==> config.mk <==
export PLATFORM = sky130hd
export DESIGN_NAME = rf_wb_arbiter
export DESIGN_NICKNAME = d
export VERILOG_FILES = /design/src/rtl/rf_wb_arbiter.sv
export SDC_FILE = /design/constraint.sdc
export NUM_CORES = 1
export LEC_CHECK = 0
export ABC_AREA = 1
export CAP_MARGIN = 25
export CORE_ASPECT_RATIO = 2
export CORE_UTILIZATION = 28
export CTS_CLUSTER_DIAMETER = 200
export CTS_CLUSTER_SIZE = 40
export DETAILED_ROUTE_END_ITERATION = 6
export PLACE_DENSITY = 0.53
export SLEW_MARGIN = 20
export SYNTH_ARGS = -nofsm -noshare
export SYNTH_HDL_FRONTEND = slang
export SYNTH_SLANG_ARGS = --single-unit
==> constraint.sdc <==
create_clock -name clk -period 5.17 [get_ports clk]
set_input_delay 0.7755 -clock clk [delete_from_list [all_inputs] [get_ports clk]]
set_output_delay 0.7755 -clock clk [all_outputs]
set_load 0.02 [all_outputs]
==> src/rtl/rf_wb_arbiter.sv <==
// Write-back arbiter for the register bank's single write port, plus a
// pending-write scoreboard that decode uses to stall stale operand reads.
module rf_wb_arbiter #(
  parameter int AW    = 5,
  parameter int DW    = 32,
  parameter int RR_EN = 1
) (
  input  logic              clk,
  input  logic              reset,
  input  logic              a_valid,
  output logic              a_ready,
  input  logic [AW-1:0]     a_addr,
  input  logic [DW-1:0]     a_data,
  input  logic              b_valid,
  output logic              b_ready,
  input  logic [AW-1:0]     b_addr,
  input  logic [DW-1:0]     b_data,
  input  logic              issue_valid,
  input  logic [AW-1:0]     issue_addr,
  input  logic [AW-1:0]     q_addr_a,
  input  logic [AW-1:0]     q_addr_b,
  output logic              hazard_a,
  output logic              hazard_b,
  output logic [2**AW-1:0]  pend_mask,
  output logic              reg_wr,
  output logic [AW-1:0]     dir_wra,
  output logic [DW-1:0]     di
);

  localparam int NR = 2**AW;

  logic              last_grant_b_r;
  logic              reg_wr_r;
  logic [AW-1:0]     dir_wra_r;
  logic [DW-1:0]     di_r;
  logic [NR-1:0]     pend_r;

  logic              grant_a_s;
  logic              grant_b_s;
  logic              xfer_s;
  logic [AW-1:0]     win_addr_s;
  logic [DW-1:0]     win_data_s;
  logic [NR-1:0]     pend_nxt_s;

  // Grant selection from valids and the last winner only.
  always_comb begin
    grant_a_s = 1'b0;
    grant_b_s = 1'b0;
    if (a_valid && b_valid) begin
      if (RR_EN != 0) begin
        grant_a_s = last_grant_b_r;
        grant_b_s = ~last_grant_b_r;
      end else begin
        grant_a_s = 1'b1;
        grant_b_s = 1'b0;
      end
    end else begin
      grant_a_s = a_valid;
      grant_b_s = b_valid;
    end
  end

  assign a_ready    = grant_a_s;
  assign b_ready    = grant_b_s;
  assign xfer_s     = grant_a_s | grant_b_s;
  assign win_addr_s = grant_a_s ? a_addr : b_addr;
  assign win_data_s = grant_a_s ? a_data : b_data;

  // Scoreboard next state: a new issue outranks the commit clearing the same bit.
  always_comb begin
    pend_nxt_s = pend_r;
    if (reg_wr_r) begin
      pend_nxt_s[dir_wra_r] = 1'b0;
    end else begin
      pend_nxt_s = pend_r;
    end
    if (issue_valid && (issue_addr != {AW{1'b0}})) begin
      pend_nxt_s[issue_addr] = 1'b1;
    end else begin
      pend_nxt_s = pend_nxt_s;
    end
  end

  // Write-port pipeline register, grant history and scoreboard state.
  always_ff @(posedge clk or posedge reset) begin
    if (reset) begin
      last_grant_b_r <= 1'b1;
      reg_wr_r       <= 1'b0;
      dir_wra_r      <= {AW{1'b0}};
      di_r           <= {DW{1'b0}};
      pend_r         <= {NR{1'b0}};
    end else begin
      pend_r <= pend_nxt_s;
      if (xfer_s) begin
        last_grant_b_r <= grant_b_s;
        reg_wr_r       <= (win_addr_s != {AW{1'b0}});
        dir_wra_r      <= win_addr_s;
        di_r           <= win_data_s;
      end else begin
        reg_wr_r       <= 1'b0;
      end
    end
  end

  // Register 0 is hard-wired, so it never reads as hazarded.
  assign hazard_a  = (q_addr_a != {AW{1'b0}}) && pend_r[q_addr_a];
  assign hazard_b  = (q_addr_b != {AW{1'b0}}) && pend_r[q_addr_b];
  assign pend_mask = pend_r;
  assign reg_wr    = reg_wr_r;
  assign dir_wra   = dir_wra_r;
  assign di        = di_r;

endmodule

==> impl_metrics.json <==
{
  "hp-class": "reg -> reg",
  "p_switching_uw": 919,
  "vias_per_cell": 4.77,
  "met3_usage": 0.0432,
  "ant_nets": 0,
  "finalPower_mw": 2.49,
  "synth_seq_cells": 71,
  "hold_viol": 0,
  "yosysTopAreaCell": "dfrtp_1",
  "crit_top_cell": "nand2_1",
  "ios": 168,
  "die_h_um": 170,
  "setup_ws_ps": 1200,
  "firstDrtPassIters": 7,
  "crit_path_start": "q_addr_b[0]",
  "start_util": 0.286,
  "timing.rr.end": "di[21]$_DFFE_PP0P_",
  "critical_path_buf_inv_count": 3,
  "core_um2": 13800,
  "setup_tns_ps": 0,
  "status": "finished, final reports clean",
  "cp.arrival_ps": 3200,
  "finalSetupViolCount": 0,
  "io_buffers": 167,
  "ir_drop_mv": 0.163,
  "power_density_nw_per_um2": 412,
  "cts-resized-gates": 0,
  "max_cap_viol_count": 0,
  "seq_power_share": 0.336,
  "crit_path_cell_trace": "clkdlybuf4s50_1 -> inv_6 -> nand2_1 -> nand3_1 -> nand3_1 -> nand3_1 -> nand2_1 -> nand2_1 -> nand2_1 -> clkdlybuf4s50_1",
  "cts_sinks": 71,
  "ctsHtreeMaxLevel": 3,
  "wl_per_cell_um": 16.0,
  "place_congestion": 0.942,
  "grt_pass1_wl_mm": 23.0,
  "p_int_mw": 1.57,
  "grt_most_used_layer": "met2",
  "worstSetupPathDepth": 10,
  "cp_max_fo": 17,
  "drt_first_iter_violations": 302,
  "pwr-share-comb": 0.395,
  "yosysWarnings": 0,
  "grt_usage": 0.208,
  "worst_hold_path.num_cells": 2,
  "fmax_ghz": 0.252,
  "synth_top_area_frac": 0.444,
  "grt_overflow": 0,
  "r2r_cells": 4,
  "root_buffer": "clkbuf_16",
  "use_met1": 0.202,
  "dieWidth_um": 86.0,
  "synth.avg_cell_area_um2": 7.13,
  "synthesis.nets": 648,
  "cp.required_ps": 4390,
  "grt_use_met2": 0.393,
  "hpwl_mm": 11.7,
  "fillers": 1437,
  "maxSlewViolCount": 0,
  "dp.cells": 895,
  "regToRegStartpoint": "last_grant_b_r$_DFFE_PP1P_",
  "grt_pass1_vias": 4442,
  "hold_slack_ps": 498,
  "slew-limit-headroom": 0.467,
  "max_stage_delay_ps": 990,
  "diodes": 0,
  "instances_no_fill": 911,
  "worst_pin_slew_ps": 797,
  "min_period_over_period": 0.768,
  "path_clk_slew_ps": 50,
  "p_leak_nw": 2.74,
  "finish.instance_area_um2": 6050,
  "cts_inserted_buffers": 9,
  "dpl_cell_area_um2": 5730,
  "min_period_ps": 3970,
  "drc": 0,
  "cp_slowest_cell": "clkdlybuf4s50_1",
  "cts_tree": "done",
  "drive_gt1_frac": 0.0443,
  "critPathKind": "in -> out",
  "layout_commonest_cell": "nand2_1",
  "netlist_instances": 554,
  "vias": 4342,
  "place_ws_ps": 1200,
  "synth_cell_type_count": 21,
  "cp-start-kind": "primary input",
  "wl_mm": 14.6,
  "antenna_found_initial": 0,
  "syn_area_um2": 3950,
  "finClkSkew_ps": 9.51,
  "cp-endpoint": "hazard_b",
  "grt_max_degree": 38,
  "area_delta_synth_final_pct": 53.3,
  "p_sw_frac": 0.369,
  "postCtsSetupBuffers": 0,
  "final_util": 0.438,
  "worstSetupEndpointType": "output port",
  "design.die.area_um2": 14600,
  "clk_latency_ps": 330,
  "layout_common_cells": "211 x nand2_1, 167 x clkdlybuf4s50_1, 92 x nand3_1",
  "r2r_slack_ps": 3650,
  "rows": 61,
  "clock_path_buffers": 2,
  "yosysSeqAreaShare": 0.450,
  "yosys-top-cells-area": "dfrtp_1 44%, nand2_1 20%, nand3_1 12%",
  "cts_hold_buf": 0,
  "finalNetCount": 811,
  "rsz0062_at_grt": "no",
  "crit_family": "buffers and inverters",
  "p_clk_frac": 0.268
}
-- cell usage after synthesis --
cell type	instances
nor2_1	10
or2_2	1
a31oi_1	2
nor3_1	8
buf_2	10
o21ai_2	2
or2_1	1
dfstp_2	1
inv_6	2
inv_2	4
o21ai_0	69
nor2_2	1
o31ai_4	1
dfrtp_1	70
clkbuf_8	1
o21ai_4	1
nand3_1	92
buf_6	5
inv_1	60
nand2_1	211
buf_8	2
-- layer usage --
layer  vias up  routed length (um)
met2       212                8080
li1       2095                   -
met5         -                   0
met1      1988                4940
met4         0                 773
met3        47                 819
-- power groups by stage --
| stage | Combinational (mW) | Sequential [mW] | Clock, mW |
|---|---|---|---|
| floorplan | 0.329 | 0.980 | 0 |
| global placement | 0.980 | 0.845 | 0 |
| detailed placement | 0.988 | 0.850 | 0 |
| CTS | 0.991 | 0.843 | 0.686 |
| global route | 1.08 | 0.860 | 0.710 |
| finish | 0.985 | 0.839 | 0.669 |
-- worst register-to-register path, cell delays in order (launching register included) --
cell,delay [ps]
dfstp_2,560
o21ai_4,100
inv_2,490
nand2_1,200
nand3_1,110
-- worst min-delay path by stage --
stage,start,to
after floorplan,last_grant_b_r$_DFFE_PP1P_,last_grant_b_r$_DFFE_PP1P_
after global placement,di[15]$_DFFE_PP0P_,di[15]$_DFFE_PP0P_
after detailed placement,di[9]$_DFFE_PP0P_,di[9]$_DFFE_PP0P_
after CTS,last_grant_b_r$_DFFE_PP1P_,last_grant_b_r$_DFFE_PP1P_
after global routing,di[5]$_DFFE_PP0P_,di[5]$_DFFE_PP0P_
final,last_grant_b_r$_DFFE_PP1P_,last_grant_b_r$_DFFE_PP1P_
-- sequential cells by signal, indices dropped and copies added (netlist names) --
signal          cells
di                 32
dir_wra             5
last_grant_b_r      1
pend_mask          32
reg_wr              1
-- kinds of logic (layout without fill, tap and decap cells) --
| logic type | count (synthesis) | count (layout) | synth area share |
|---|---|---|---|
| AO/OA/AOI/OAI | 75 | 75 | 0.105 |
| buffers and inverters | 84 | 252 | 0.103 |
| AND/OR/NAND/NOR | 324 | 324 | 0.342 |
| flip-flops | 71 | 71 | 0.450 |
-- final cells by class --
| type | instances | area, um2 | area share |
|---|---|---|---|
| timing repair buffer | 170 | 1690 | 0.280 |
| inverter | 66 | 258 | 0.0426 |
| sequential | 71 | 1780 | 0.294 |
| tap | 189 | 236 | 0.0391 |
| clock inverter | 5 | 81.3 | 0.0134 |
| clock buffer | 11 | 243 | 0.0401 |
| multi-input combinational | 399 | 1760 | 0.291 |
(Power assumes the default switching activity.)
